**config.mk**
```make
export PLATFORM = sky130hd
export DESIGN_NAME = bcd_countdown
export DESIGN_NICKNAME = d
export VERILOG_FILES = /design/src/rtl/bcd_countdown.sv
export SDC_FILE = /design/constraint.sdc
export NUM_CORES = 1
export LEC_CHECK = 0
export ABC_AREA = 1
export BUFFER_PORTS_ARGS = -buffer_cell sky130_fd_sc_hd__buf_2
export CAP_MARGIN = 20
export CORE_MARGIN = 2
export CORE_UTILIZATION = 45
export DETAILED_ROUTE_END_ITERATION = 8
export PLACE_DENSITY = 0.71
export SLEW_MARGIN = 20
export SYNTH_ARGS = -nofsm -noshare
export SYNTH_HDL_FRONTEND = slang
export SYNTH_SLANG_ARGS = --single-unit
```
**constraint.sdc**
```tcl
create_clock -name CLK -period 4.8 [get_ports CLK]
set_input_delay 0.72 -clock CLK [delete_from_list [all_inputs] [get_ports CLK]]
set_output_delay 0.72 -clock CLK [all_outputs]
set_load 0.005 [all_outputs]
```
**src/rtl/bcd_countdown.sv**
```systemverilog
// Multi-digit BCD countdown timer with borrow chain, expiry pulse and optional auto-reload.
// Latency: one cycle from LOAD/START/STOP/TICK to Q, BORROW, RUNNING and DONE; ZERO is combinational from Q.
// Backpressure: none; TICK is a single-cycle enable and is consumed or ignored in the cycle it arrives.
//
// Ports:
//   CLK, CLR_N       clock (rising edge), asynchronous active-low reset
//   LOAD, LOAD_VAL   synchronous load of a BCD start value (digit 0 in [3:0]); digits above 9 saturate to 9
//   START, STOP      resume / pause counting
//   TICK             decrement strobe, acted on only while running
//   Q, ZERO          current BCD count and its zero flag
//   BORROW           per-digit borrow-out of the decrement that produced Q
//   RUNNING, DONE    state == RUN, one-cycle pulse on expiry
module bcd_countdown #(
  parameter int DIGITS = 4,
  parameter bit RELOAD = 1'b0
) (
  input  logic                  CLK,
  input  logic                  CLR_N,
  input  logic                  LOAD,
  input  logic [4*DIGITS-1:0]   LOAD_VAL,
  input  logic                  START,
  input  logic                  STOP,
  input  logic                  TICK,
  output logic [4*DIGITS-1:0]   Q,
  output logic                  ZERO,
  output logic [DIGITS-1:0]     BORROW,
  output logic                  RUNNING,
  output logic                  DONE
);

  localparam int W = 4 * DIGITS;
  localparam logic [W-1:0] ONE_VAL = {{(W-1){1'b0}}, 1'b1};

  typedef enum logic [1:0] {
    IDLE    = 2'd0,
    RUN     = 2'd1,
    EXPIRED = 2'd2
  } state_t;

  state_t              state_q, state_d;
  logic [W-1:0]        q_q, q_d;
  logic [W-1:0]        reload_q, reload_d;
  logic [DIGITS-1:0]   borrow_q, borrow_d;
  logic                done_q, done_d;

  // BCD decrement of the current count and saturated load value.
  logic [W-1:0]        dec_val;
  logic [DIGITS-1:0]   dec_bo;
  logic [W-1:0]        load_sat;
  logic                bin;
  logic [3:0]          dig;

  always_comb begin
    dec_val  = q_q;
    dec_bo   = '0;
    load_sat = '0;
    bin      = 1'b1;   // digit 0 always receives the borrow that subtracts one
    dig      = '0;
    for (int i = 0; i < DIGITS; i++) begin
      dig = q_q[4*i +: 4];
      if (bin && (dig == 4'd0)) begin
        dec_val[4*i +: 4] = 4'd9;
        dec_bo[i]         = 1'b1;
      end else begin
        dec_val[4*i +: 4] = dig - {3'b000, bin};
      end
      bin = dec_bo[i];
      load_sat[4*i +: 4] = (LOAD_VAL[4*i +: 4] > 4'd9) ? 4'd9 : LOAD_VAL[4*i +: 4];
    end
  end

  // Next-state: LOAD > STOP > START > TICK, exactly one of them acts per cycle.
  always_comb begin
    state_d  = state_q;
    q_d      = q_q;
    reload_d = reload_q;
    borrow_d = '0;
    done_d   = 1'b0;

    if (LOAD) begin
      q_d      = load_sat;
      reload_d = load_sat;
      state_d  = IDLE;
    end else if (STOP) begin
      if (state_q == RUN) begin
        state_d = IDLE;
      end
    end else if (START) begin
      // A zero count cannot start; START while already running is a no-op.
      if ((state_q != RUN) && (q_q != '0)) begin
        state_d = RUN;
      end
    end else if (TICK && (state_q == RUN)) begin
      if (q_q == '0) begin
        // Only reachable if the count was corrupted; never wrap below zero.
        state_d = EXPIRED;
      end else begin
        borrow_d = dec_bo;
        if (q_q == ONE_VAL) begin
          done_d = 1'b1;
          if (RELOAD && (reload_q != '0)) begin
            q_d = reload_q;
          end else begin
            q_d     = '0;
            state_d = EXPIRED;
          end
        end else begin
          q_d = dec_val;
        end
      end
    end
  end

  always_ff @(posedge CLK or negedge CLR_N) begin
    if (!CLR_N) begin
      state_q  <= IDLE;
      q_q      <= '0;
      reload_q <= '0;
      borrow_q <= '0;
      done_q   <= 1'b0;
    end else begin
      state_q  <= state_d;
      q_q      <= q_d;
      reload_q <= reload_d;
      borrow_q <= borrow_d;
      done_q   <= done_d;
    end
  end

  assign Q       = q_q;
  assign ZERO    = (q_q == '0);
  assign BORROW  = borrow_q;
  assign RUNNING = (state_q == RUN);
  assign DONE    = done_q;

endmodule

```
* Word level (Yosys, flattened, before mapping) *
Cells that the tools add are included.

storage, ports and cells
  flip-flop bits (word level) = 23
  input port bits = 22
  output and inout port bits = 23
  word-level logic and storage cells = 73

cells by class
  add/sub/neg operators = 4
  magnitude comparators = 4
  equality and inequality tests = 8
  mux-type cells = 37
  reduce and logical (&&, ||, !) cells = 16

operator list
  operator             count
  $mux 16              6
  $mux 4               13
  $eq 16x1->1 const B  1
  $gt 4x4->1 const B   4
  $logic_not 16->1     1
  $logic_not 4->1      4
  $mux 2               8
  $reduce_bool 16->1   1
  $sub 4x1->4          3
  $mux 1               10
  $reduce_and 4->1     2
  $logic_and 1x1->1    5
  $reduce_bool 5->1    1
  $ne 2x1->1 const B   2
  $ne 2x2->1 const B   2
  $ne 4x2->1 const B   1
  $reduce_bool 4->1    1
  $sub 4x1->4 const B  1
  $ne 3x2->1 const B   1
  $eq 2x1->1 const B   1
  $reduce_bool 2->1    1

* Depth between registers and ports, before layout *
Gate-level depths: netlist of run 1.

  depth in word-level cells = 14
  depth in mapped cells = 13

* Worst setup path after synthesis of run 1 *
OpenSTA, ideal clock, no wires.

  path kind = register to register
  start = reg q_q[0] (netlist: Q[0])
  end = reg q_q[14] (netlist: Q[14])
  library setup time = 0.066 ns
  arrival = 1.872 ns
  required time = 4.734 ns
  path slack = 2.863 ns
  cell stages (with the launch flop) = 14
  cells stage by stage = dfrtp_1 -> inv_1 -> ha_1 -> nand2_2 -> nor2_8 -> nand2_1 -> inv_1 -> ha_1 -> ha_1 -> xor2_1 -> nand2_1 -> o21ai_0 -> nand2_1 -> nand2_1

on the way
  longest elaborated chain between the ends = 14
  elaborated cells on any way between the ends = 19

RTL lines
  what                                                     line    RTL
  from (decl)                                              41      logic [W-1:0] q_q, q_d;
  from (signal assigned)                                   123     q_q <= q_d;
  $logic_not 4->1                                          61      if (bin && (dig == 4'd0)) begin
  $mux 1                                                   61
  $logic_and 1x1->1                                        61
  $mux 1                                                   61
  $logic_and 1x1->1                                        61
  $mux 1                                                   61
  $sub 4x1->4 / $logic_and 1x1->1 (equally long branches)  65, 61
  $mux 4                                                   61
  $mux 16                                                  99      if (q_q == ONE_VAL) begin
  $mux 16                                                  94      if (q_q == '0) begin
  $mux 16                                                  93      end else if (TICK && (state_q == RUN)) begin
  $mux 16                                                  88      end else if (START) begin
  $mux 16                                                  84      end else if (STOP) begin
  $mux 16                                                  80      if (LOAD) begin

Parallel ways exist; a longest one is shown, timed or not. The select of a mux whose other input is x is not followed.
A chain may end at the register's enable or synchronous reset.

* Final worst setup path of run 1 *
  start = reg q_q[0] (netlist: Q[0])
  end = out ZERO

on the way
  longest elaborated chain between the ends = 1

RTL lines
  what              line  RTL
  $logic_not 16->1  131   assign ZERO = (q_q == '0);
  to (decl)         25    output logic ZERO,

Every way passes these cells.

==> impl_summary.txt, run 1 <==
----------------------------------------------------
[Synthesis]
  Yosys synthesis warning count ... 0
  Number of library cell types mapped by synthesis ... 26
  Area fraction of the dominant cell type after synthesis ... a little over a third
  Post-synthesis cell type with the largest combined area ... dfrtp_1
  Post-synthesis register bit count ... 23
  Cell types with the largest area share after synthesis ... dfrtp_1 (37%), nand2_1 (13%), nand3_1 (7.9%)
  Synth Cell Area ... between 1500 and 2000 sq um
  Sequential fraction of the synthesis area ... 36.5%
  Number of nets in the synthesized netlist ... around 250
  Cell count after synthesis ... between 200 and 250
  Average cell area after synthesis ... between 7 and 8 sq um

[Clock tree]
  Clock Tree Buf Depth ... 2
  Buffer cell driving the clock tree root ... clkbuf_4
  Clock tree from TritonCTS ... yes
  Count of clock tree sinks ... 23
  Number of buffers created by CTS ... 3
  Clk_lat worst skew ... about 320 ps
  Post-CTS setup buffer count ... 0
  Post-CTS sizing ... 0
  Clock transition at path regs ... approximately 140 ps
  Deepest level of the CTS H-tree ... 1
  Hold buffer count at cts ... 0

[Floorplan]
  Cell row count ... 21
  I/O pin cnt ... 45
  Width of the die ... 63.2 um
  Starting density of the core ... approximately 47%
  Core Region ... 3340 sq um
  Die Area ... about 4000 sq um
  Height of the die ... 63.2 um

[Timing]
  Period Utilization, post-route ... between 50% and 60%
  Maximum operating frequency ... 0.408 GHz
  Total negative slack for setup checks ... 0 ps
  Min Tclk post-route ... about 2400 ps
  Least-Margin Pin Slew ... ~640 ps
  Max-slew violations ... 0
  Slew headroom ... ~57%
  Number of setup violations in the final report ... 0
  Worst clock skew on the final layout ... between 9 and 10 ps
  Setup repair after global routing missed its margin ... false
  Count of final hold-check violations ... 0
  Min Hold Slack ... 346 ps
  Setup ws final ... roughly 2400 ps

[Route]
  Post-DR vias/cell ... roughly 4.9
  DRT antenna net count ... 0
  Routed length per placed instance ... between 10 and 15 um
  Post-route DRC ... 0
  Detailed Route WL ... ~3400 um
  Total via count after detailed routing ... approximately 1500
  Initial drt markers ... a little over 100
  Number of detailed-routing iterations run before antenna repair ... 4

[Flow run]
  Reported max-cap violation count ... 0

[Worst setup path]
  Crit path DAT ... ~1700 ps
  CP startpoint kind ... flop
  Reg2reg path depth ... 13
  Top fanout value on the critical path ... 7
  Required time reported for the critical path endpoint ... just over 4000 ps
  Setup CP Type ... reg -> out
  Endpoint kind of the worst setup timing path ... primary output

[Placed design]
  Post-place instance area ... ~1800 sq um
  Post-detailed-placement half-perimeter wirelength ... 2620 um
  Number of buffers added on ports ... 44
  GP Congestion ... 0.823
  DP Worst Slack ... around 2600 ps
  Cell total after placement ... between 300 and 400

[Final layout]
  Most common cell after layout, fill and taps aside ... nand2_1
  Net count of the finished layout ... 294
  Area taken by multi-input logic gates ... 860 sq um
  Share of final-layout standard cells stronger than drive strength 1 ... 22.1%
  Area taken by flip-flops and latches ... 576 sq um
  Number of inserted filler cells in the final layout ... about 340
  Final cell area excluding filler cells ... 1840 sq um
  Count of placed standard cells in the final layout, fillers left out ... ~300
  Area Overhead vs Synth ... 16.8%
  Leading cell types in the layout, fill and taps excluded ... nand2_1 (54), buf_2 (44), nor2_1 (32)
  Diode insertion count for antenna repair ... 0

[Power and ir drop]
  Static leakage ... approximately 1.1 nW
  Net switching share of the total power ... between 30% and 40%
  Pwr/cell area ... ~280 nW/um^2
  Peak ir drop on the vdd network ... between 0.1 and 0.15 mV
  Psw ... 0.186 mW
  Reg power frac ... between 40% and 50%
  Int Pwr ... approximately 0.32 mW
  Clk network pwr share ... between 10% and 20%
  Comb pwr share ... ~34%

[Global routing]
  Number of global-route vias before repair ... ~1300
  Overall Global Routing Usage ... between 10% and 20%
  Largest net degree at the start of global routing ... 24
  Number of antenna violations at the first check in global routing ... 0
  First-pass GRT wire length ... between 5000 and 6000 um
  Total congestion overflow after global routing ... 0

[Worst hold path]
  Path category of the worst min-delay check ... in -> async

[Run status]
  Outcome ... finished clean

----------------------------------------------------
[final cells by class]
type / count / share of cell area (%)
multi-input cells: 165 / 46.7
well taps: 46 / 3.13
clock buffers: 4 / 1.43
flip-flops and latches: 23 / 31.3
inverters: 27 / 5.51
repair buffers: 44 / 12.0
[registers in the layout, summed over array words and instances, names as in the netlist]
| name | cells |
|---|---|
| Q | 16 |
| BORROW | 4 |
| state_q | 2 |
| DONE | 1 |
[per-stage QoR]
step	total power, mW	util (%)
3_5_place_dp	0.419	54.4
3_3_place_gp	0.417	54.4
6_report	0.508	55.2
4_1_cts	0.513	55.2
2_1_floorplan	0.361	-
5_1_grt	0.548	55.2
[cells by family (layout without fill, tap and decap cells)]
family	count (synthesis)	count (layout)	synth area share [%]
adders and majority gates	8	8	6.35
buffers and inverters	33	75	8.90
and+or+nand+nor	124	124	36.0
xor gates and xnor gates	6	6	3.34
DFF	23	23	36.5
AOI/OAI and AO/OA	26	26	8.66
other	1	1	0.238
[worst max-delay path, cell delays in order, from the launching register on]
cell and delay [ps]:
dfrtp_1 410, inv_1 130, ha_1 220, nand2_2 140, nor2_8 180, nand2_4 90
inv_1 110, buf_2 120
[final timing paths]
path	start	to	slack, ps
max reg2reg	Q[0]	Q[14]	2630
max	Q[0]	ZERO	2350
min in group CLK	state_q[0]	state_q[0]	490
min reg2reg	state_q[0]	state_q[0]	490
max in group asynchronous	CLR_N	state_q[1]	4100
min	CLR_N	BORROW[3]	350
[power by group through the flow]
stage          clock (mW)  sequential, mW  combinational [mW]
2_1_floorplan           0           0.243               0.118
3_3_place_gp            0           0.244               0.173
3_5_place_dp            0           0.245               0.175
4_1_cts            0.0971           0.241               0.175
5_1_grt             0.104           0.244               0.200
6_report           0.0942           0.240               0.174
[layer usage]
layer	track usage (%)	up-vias	routed length, um
li1	-	780	-
met4	6.39	0	43
met2	28.5	43	1570
met3	2.50	5	203
met5	0	-	0
met1	25.3	681	1590
[synth_stat cells (all sizes together)]
| library cell | instances |
|---|---|
| inv | 27 |
| ha | 8 |
| buf | 4 |
| o211ai | 1 |
| nand2 | 60 |
| conb | 1 |
| nand3 | 26 |
| o22ai | 1 |
| o21a | 1 |
| dfrtp | 23 |
| xnor2 | 4 |
| nor2 | 36 |
| o21ai | 18 |
| xor2 | 2 |
| clkbuf | 2 |
| nor3 | 2 |
| a21oi | 5 |
Note: power is estimated with default switching activity, not from simulation.
==> run 2, diff against run 1 <==
Clock period 4.8 ns to 2.5 ns, I/O delays scaled along.
==> run 2 against run 1 <==
The run now ends with negative hold slack left; core utilization up 0.22 points; cell area is 0.41% higher; first-iteration DRC count increased by 11%; cell count grew 0.32%; critical path type is now reg -> reg; critical endpoint is now Q[14]; largest power group unchanged.
==> impl_summary.txt, run 2 (synthesis results as in run 1) <==
----------------------------------------------------
[Placed design]
  Cell total after placement ... 306 (was 305)
  GP Congestion ... 0.865 (was 0.823)
  Number of buffers added on ports ... 44 (unchanged)
  Post-detailed-placement half-perimeter wirelength ... 2720 um (was 2620 um)

[Final layout]
  Max FFs per register ... 16 (unchanged)
  Diode insertion count for antenna repair ... 0 (unchanged)
  Area taken by flip-flops and latches ... 576 sq um (unchanged)
  Leading cell types in the layout, fill and taps excluded ... nand2_1 (54), buf_2 (44), nor2_1 (32) (unchanged)
  Share of final-layout standard cells stronger than drive strength 1 ... 22.3% (was 22.1%)
  Util after Layout ... 55.4% (was 55.2%)
  Net count of the finished layout ... 295 (was 294)
  Area taken by multi-input logic gates ... 860 sq um (unchanged)
  Area Overhead vs Synth ... 17.3% (was 16.8%)
  Number of inserted filler cells in the final layout ... 355 (was 337)
  Count of placed standard cells in the final layout, fillers left out ... 310 (was 309)
  Most common cell after layout, fill and taps aside ... nand2_1 (unchanged)

[Timing]
  Least-Margin Pin Slew ... 514 ps (was 644 ps)
  Min Tclk post-route ... between 2000 and 2500 ps
  Count of final hold-check violations ... 2 (was 0)
  Slew headroom ... 65.7% (was 57.0%)
  Maximum operating frequency ... about 0.47 GHz
  Number of setup violations in the final report ... 0 (unchanged)
  Worst clock skew on the final layout ... 17.5 ps (was 9.49 ps)
  Max-slew violations ... 0 (unchanged)
  Total negative slack for setup checks ... 0 ps (unchanged)
  Min Hold Slack ... -0.484 ps (was 346 ps)
  Setup repair after global routing missed its margin ... false (unchanged)
  Period Utilization, post-route ... 85.7%

[Worst setup path]
  Worst-path cell chain ... inv_1 -> ha_1 -> nand2_2 -> nor2_8 -> nand2_1 -> inv_1 -> ha_1 -> ha_1 -> xor2_1 -> nand2_1 -> o21ai_0 -> nand2_1 -> nand2_1 (was inv_1 -> ha_1 -> nand2_2 -> nor2_8 -> nand2_4 -> inv_1 -> buf_2)
  Endpoint kind of the worst setup timing path ... flop (was primary output)
  Beginning of the critical path ... Q[0] (unchanged)
  Setup CP Type ... reg -> reg (was reg -> out)
  Required time reported for the critical path endpoint ... 2760 ps (was 4080 ps)
  Buffers & Inverters on Critical Path ... 2 (was 3)
  Worst path most repeated cell ... nand2_1 (was inv_1)
  Slowest Stage Delay on Critical Path ... 420 ps (was 410 ps)
  Cell family contributing the most delay on the critical path ... simple AND/OR/NAND/NOR gates (unchanged)
  CP startpoint kind ... flop (unchanged)
  Reg-to-reg startpoint ... Q[0] (unchanged)
  Reg2reg path depth ... 13 (unchanged)
  Slowest library cell on the worst path ... dfrtp_1 (unchanged)
  Top fanout value on the critical path ... 7 (unchanged)
  Capturing point of the worst reg2reg path ... Q[14] (unchanged)
  Worst reg-to-reg setup slack ... 360 ps (was 2630 ps)
  Crit path DAT ... 2400 ps (was 1730 ps)

[Floorplan]
  Core Region ... 3340 sq um (unchanged)
  Height of the die ... 63.2 um (unchanged)
  Width of the die ... 63.2 um (unchanged)
  Die Area ... 3990 sq um (unchanged)
  Starting density of the core ... 47.2% (unchanged)
  I/O pin cnt ... 45 (unchanged)
  Cell row count ... 21 (unchanged)

[Route]
  Detailed Route WL ... 3530 um (was 3410 um)
  DRT antenna net count ... 0 (unchanged)
  Initial drt markers ... 112 (was 101)
  Routed length per placed instance ... 11.4 um (was 11.0 um)
  Number of detailed-routing iterations run before antenna repair ... 4 (unchanged)
  Total via count after detailed routing ... 1493 (was 1509)
  Post-route DRC ... 0 (unchanged)
  Post-DR vias/cell ... 4.82 (was 4.88)

[Clock tree]
  Hold buffer count at cts ... 0 (unchanged)
  Buffer cell driving the clock tree root ... clkbuf_4 (unchanged)
  Post-CTS setup buffer count ... 0 (unchanged)
  Clock Tree Buf Depth ... 2 (unchanged)
  Clk_lat worst skew ... 320 ps (about the same)
  Clock transition at path regs ... 140 ps (about the same)
  Number of buffers created by CTS ... 3 (unchanged)
  Post-CTS sizing ... 0 (unchanged)
  Count of clock tree sinks ... 23 (unchanged)
  Deepest level of the CTS H-tree ... 1 (unchanged)
  Clock tree from TritonCTS ... yes (unchanged)

[Power and ir drop]
  Pwr/cell area ... 528 nW/um^2 (was 276 nW/um^2)
  Peak ir drop on the vdd network ... 0.273 mV (was 0.112 mV)
  Static leakage ... 1.09 nW (was 1.08 nW)

[Flow run]
  Reported max-cap violation count ... 0 (unchanged)

[Global routing]
  Largest net degree at the start of global routing ... 24 (unchanged)
  Number of antenna violations at the first check in global routing ... 0 (unchanged)
  Total congestion overflow after global routing ... 0 (unchanged)
  Global routing met2 resource utilization ... 32.4% (was 28.5%)
  Number of global-route vias before repair ... 1449 (was 1335)
  Met1 Track Usage GR ... 25.4% (was 25.3%)
  Met3 demand-to-capacity share in global routing ... 2.50% (unchanged)
  First-pass GRT wire length ... 6220 um (was 5770 um)
  Busiest layer in global routing ... met2 (unchanged)
  Overall Global Routing Usage ... 19.4% (was 18.0%)

[Run status]
  Violated checks ... negative hold slack
  Outcome ... complete, but fails checks (was finished clean)

[Worst hold path]
  Path category of the worst min-delay check ... in -> async (unchanged)

----------------------------------------------------
run 2: cell types whose count changed in the layout (fill, tap and decap cells not counted):
cell,before,now
buf_4,0,1
run 2: cell type report:
type | instances | area share [%]
multi-input cells | 165 | 46.5
flip-flops and latches | 23 | 31.1
repair buffers | 45 | 12.3
inverters | 27 | 5.48
well taps | 46 | 3.11
clock buffers | 4 | 1.42
run 2: power by group:
| part | internal [mW] | switching (mW) | total, mW |
|---|---|---|---|
| clock | 0.0624 | 0.116 | 0.179 |
| sequential | 0.416 | 0.0445 | 0.460 |
| combinational | 0.141 | 0.197 | 0.338 |
| total | 0.619 | 0.357 | 0.977 |
run 2: how the worst max path moves through the flow:
| stage | end | slack [ps] | depth (start not counted) |
|---|---|---|---|
| detailed placement | Q[14] | 420 | 13 |
| finish | Q[14] | 360 | 13 |
| CTS | Q[14] | 370 | 13 |
| floorplan | Q[14] | 560 | 13 |
| global route | Q[14] | 40 | 13 |
| global placement | Q[14] | 490 | 13 |
run 2: metrics by stage:
| stage | hold WS [ps] | worst slack (ps) | instance area [sq um] | power (mW) |
|---|---|---|---|---|
| floorplan | 79.4 | 563 | 1580 | 0.693 |
| global placement | 383 | 490 | 1820 | 0.801 |
| detailed placement | 381 | 416 | 1820 | 0.806 |
| CTS | 26.6 | 366 | 1850 | 0.983 |
| global route | 26.5 | 42.9 | 1850 | 1.06 |
| finish | -0.484 | 357 | 1850 | 0.977 |
run 2: worst register-to-register path, delay by kind of cell (launching register included):
kind,cells,cell delay (ps)
adders and majority gates,3,540
DFF,1,420
xor gates and xnor gates,1,140
AOI/OAI and AO/OA,1,150
and+or+nand+nor,6,620
buffers and inverters,2,210
run 2: layer usage:
layer  part of all wire [%]  wire [um]
met5                      0          0
met4                    2.2         76
met3                    4.1        146
met2                     46       1640
met1                     47       1670
==> run 3, diff against run 2 <==
Settings changed: ABC_AREA 1 to 0, PLACE_DENSITY 0.71 to 0.7.
==> run 3 against run 2 <==
The flow now finishes without violations; clock skew shrank 16 ps; cell area grew 3.0%; critical path type is now reg -> out; non-clock buffer count rose by 3.
==> impl_summary.txt, run 3 <==
----------------------------------------------------
[Run status]
  Outcome ... finished clean (was complete, but fails checks)

[Final layout]
  Diode insertion count for antenna repair ... 0 (unchanged)
  Area taken by flip-flops and latches ... 576 sq um (unchanged)
  Share of final-layout standard cells stronger than drive strength 1 ... 30.2% (was 22.3%)
  Area taken by multi-input logic gates ... 930 sq um (was 860 sq um)
  Max FFs per register ... 16 (unchanged)
  Count of placed standard cells in the final layout, fillers left out ... 271 (was 310)
  Area Overhead vs Synth ... 18.5% (was 17.3%)
  Util after Layout ... 56.1% (was 55.4%)
  Most common cell after layout, fill and taps aside ... buf_2 (was nand2_1)
  Net count of the finished layout ... 256 (was 295)
  Number of inserted filler cells in the final layout ... 325 (was 355)
  Leading cell types in the layout, fill and taps excluded ... buf_2 (44), dfrtp_1 (23), inv_1 (17), o21ai_0 (17), nor2_1 (16) (was nand2_1 (54), buf_2 (44), nor2_1 (32))

[Synthesis]
  Most instantiated library cell after synthesis ... dfrtp_1 (was nand2_1)
  Cell types with the largest area share after synthesis ... dfrtp_1 (36%), ha_1 (6.2%), o21ai_0 (5.3%) (was dfrtp_1 (37%), nand2_1 (13%), nand3_1 (7.9%))
  Fraction of synthesized area in multiplexers ... 0.623% (was 0%)
  Synth Cell Area ... 1610 sq um (was 1580 sq um)
  Area fraction of the dominant cell type after synthesis ... 35.8% (was 36.5%)
  Average cell area after synthesis ... 9.03 sq um (was 7.13 sq um)
  Top cells by instance count after synthesis ... dfrtp_1 (23), inv_1 (17), o21ai_0 (17), nor2_1 (16), nand2_1 (12) (was nand2_1 (54), nor2_1 (32), inv_1 (27), nand3_1 (25), dfrtp_1 (23))
  Simple-gate portion of the synthesized area ... 26.8% (was 36.0%)
  Sequential fraction of the synthesis area ... 35.8% (was 36.5%)
  Count of flip-flops with a built-in enable after synthesis ... 0 (unchanged)
  Cell count after synthesis ... 178 (was 221)
  Number of nets in the synthesized netlist ... 208 (was 251)
  Share of the synthesized netlist area taken by xor and xnor gates ... 0.545% (was 3.34%)
  Main combinational cell family by area after synthesis ... simple AND/OR/NAND/NOR gates (unchanged)
  Adder and majority gate portion of the synthesized area ... 6.23% (was 6.35%)
  Post-synth top flop ... dfrtp_1 (unchanged)
  Post-synthesis register bit count ... 23 (unchanged)
  Number of library cell types mapped by synthesis ... 55 (was 26)
  FFs w/ async S/R, synth ... 100% (unchanged)
  Yosys synthesis warning count ... 0 (unchanged)
  Post-synthesis cell type with the largest combined area ... dfrtp_1 (unchanged)
  Area fraction in compound gates after synthesis ... 23.4% (was 8.66%)

[Global routing]
  Number of global-route vias before repair ... 1393 (was 1449)
  First-pass GRT wire length ... 6540 um (was 6220 um)
  Number of antenna violations at the first check in global routing ... 0 (unchanged)
  Total congestion overflow after global routing ... 0 (unchanged)
  Largest net degree at the start of global routing ... 30 (was 24)
  Overall Global Routing Usage ... 20.5% (was 19.4%)

[Floorplan]
  Starting density of the core ... 47.4% (was 47.2%)
  I/O pin cnt ... 45 (unchanged)
  Cell row count ... 21 (unchanged)
  Core Region ... 3390 sq um (was 3340 sq um)
  Height of the die ... 63.8 um (was 63.2 um)
  Width of the die ... 63.8 um (was 63.2 um)
  Die Area ... 4060 sq um (was 3990 sq um)

[Worst setup path]
  CP startpoint kind ... flop (unchanged)
  Required time reported for the critical path endpoint ... 2120 ps (was 2760 ps)
  Crit path DAT ... 1930 ps (was 2400 ps)
  Capturing point of the worst reg2reg path ... Q[14] (unchanged)
  Reg2reg path depth ... 8 (was 13)
  Endpoint kind of the worst setup timing path ... primary output (was flop)
  Reg-to-reg startpoint ... Q[5] (was Q[0])
  Setup CP Type ... reg -> out (was reg -> reg)
  Beginning of the critical path ... Q[0] (unchanged)
  Top fanout value on the critical path ... 9 (was 7)
  Last element of the critical path ... ZERO (was Q[14])
  Worst reg-to-reg setup slack ... 250 ps (was 360 ps)

[Power and ir drop]
  Pwr/cell area ... 463 nW/um^2 (was 528 nW/um^2)
  Peak ir drop on the vdd network ... 0.416 mV (was 0.273 mV)
  Design Power ... 0.882 mW (was 0.977 mW)
  Static leakage ... 0.908 nW (was 1.09 nW)

[Placed design]
  Cell total after placement ... 267 (was 306)
  Post-detailed-placement half-perimeter wirelength ... 3000 um (was 2720 um)
  Number of buffers added on ports ... 44 (unchanged)
  GP Congestion ... 0.838 (was 0.865)

[Timing]
  Setup repair after global routing missed its margin ... false (unchanged)
  Least-Margin Pin Slew ... 557 ps (was 514 ps)
  Total negative slack for setup checks ... 0 ps (unchanged)
  Min Tclk post-route ... 2300 ps (was 2140 ps)
  Count of final hold-check violations ... 0 (was 2)
  Number of setup violations in the final report ... 0 (unchanged)
  Worst clock skew on the final layout ... 1.74 ps (was 17.5 ps)
  Slew headroom ... 62.9% (was 65.7%)
  Max-slew violations ... 0 (unchanged)
  Period Utilization, post-route ... 92.2% (was 85.7%)
  Maximum operating frequency ... 0.434 GHz (was 0.467 GHz)

[Route]
  Detailed Route WL ... 3900 um (was 3530 um)
  DRT antenna net count ... 0 (unchanged)
  Total via count after detailed routing ... 1541 (was 1493)
  Post-DR vias/cell ... 5.69 (was 4.82)
  Routed length per placed instance ... 14.4 um (was 11.4 um)
  Number of detailed-routing iterations run before antenna repair ... 5 (was 4)
  Initial drt markers ... 91 (was 112)
  Post-route DRC ... 0 (unchanged)

[Clock tree]
  Post-CTS sizing ... 0 (unchanged)
  Clk_lat worst skew ... 310 ps (was 320 ps)
  Clock tree from TritonCTS ... yes (unchanged)
  Clock transition at path regs ... 120 ps (was 140 ps)
  Count of clock tree sinks ... 23 (unchanged)
  Clock Tree Buf Depth ... 2 (unchanged)
  Deepest level of the CTS H-tree ... 1 (unchanged)
  Hold buffer count at cts ... 0 (unchanged)
  Post-CTS setup buffer count ... 0 (unchanged)
  Buffer cell driving the clock tree root ... clkbuf_4 (unchanged)
  Number of buffers created by CTS ... 3 (unchanged)

[Worst hold path]
  Path category of the worst min-delay check ... in -> async (unchanged)

[Flow run]
  Reported max-cap violation count ... 0 (unchanged)

----------------------------------------------------
[run 3: report_power, final]
| group | switching [mW] | leakage, nW | internal, mW |
|---|---|---|---|
| sequential | 0.0547 | 0.284 | 0.406 |
| combinational | 0.134 | 0.609 | 0.115 |
| clock | 0.109 | 0.0150 | 0.0624 |
[run 3: worst min path at each step]
| stage | startpoint | to | slack, ps | cells after the start |
|---|---|---|---|---|
| final | CLR_N | state_q[1] | 20 | 1 |
| after global routing | CLR_N | state_q[1] | 30 | 1 |
| after CTS | CLR_N | DONE | 30 | 1 |
| after detailed placement | CLR_N | BORROW[0] | 380 | 1 |
| after global placement | CLR_N | BORROW[0] | 380 | 1 |
| after floorplan | CLR_N | BORROW[0] | 80 | 0 |
[run 3: cells by family (layout without fill, tap and decap cells)]
kind of cell,Yosys count,after routing
mux,1,1
fa+ha+maj,8,8
buf+inv,22,69
flops,23,23
other cells,1,1
simple gates,66,66
xor+xnor,1,1
compound gates,56,56
[run 3: final cells by class]
cell class,instances,share of cell area [%]
inverter,17,3.35
clock buffer,4,1.38
multi-input combinational,133,48.8
sequential,23,30.2
tap,46,3.02
timing repair buffer,48,13.1
[run 3: critical path, stage by stage (launching register included)]
cell     delay, ps
dfrtp_1        450
inv_1           90
ha_1           200
nor3b_4        210
buf_4          200
nand4_1        250
inv_1          110
buf_2          110
[run 3: routing by layer]
layer / global-route usage (%) / vias up / wire length [um]
met3: 4.05 / 6 / 289
li1: - / 749 / -
met1: 29.4 / 726 / 1760
met4: 5.43 / 0 / 57
met2: 31.6 / 60 / 1790
met5: 0 / - / 0
[run 3: per-stage QoR]
step / worst slack [ps] / hold WS, ps / area (sq um)
finish: 196 / 20.8 / 1900
global route: 59.7 / 34.7 / 1900
global placement: 402 / 383 / 1880
detailed placement: 291 / 379 / 1880
CTS: 209 / 30.9 / 1900
floorplan: 317 / 79.4 / 1610
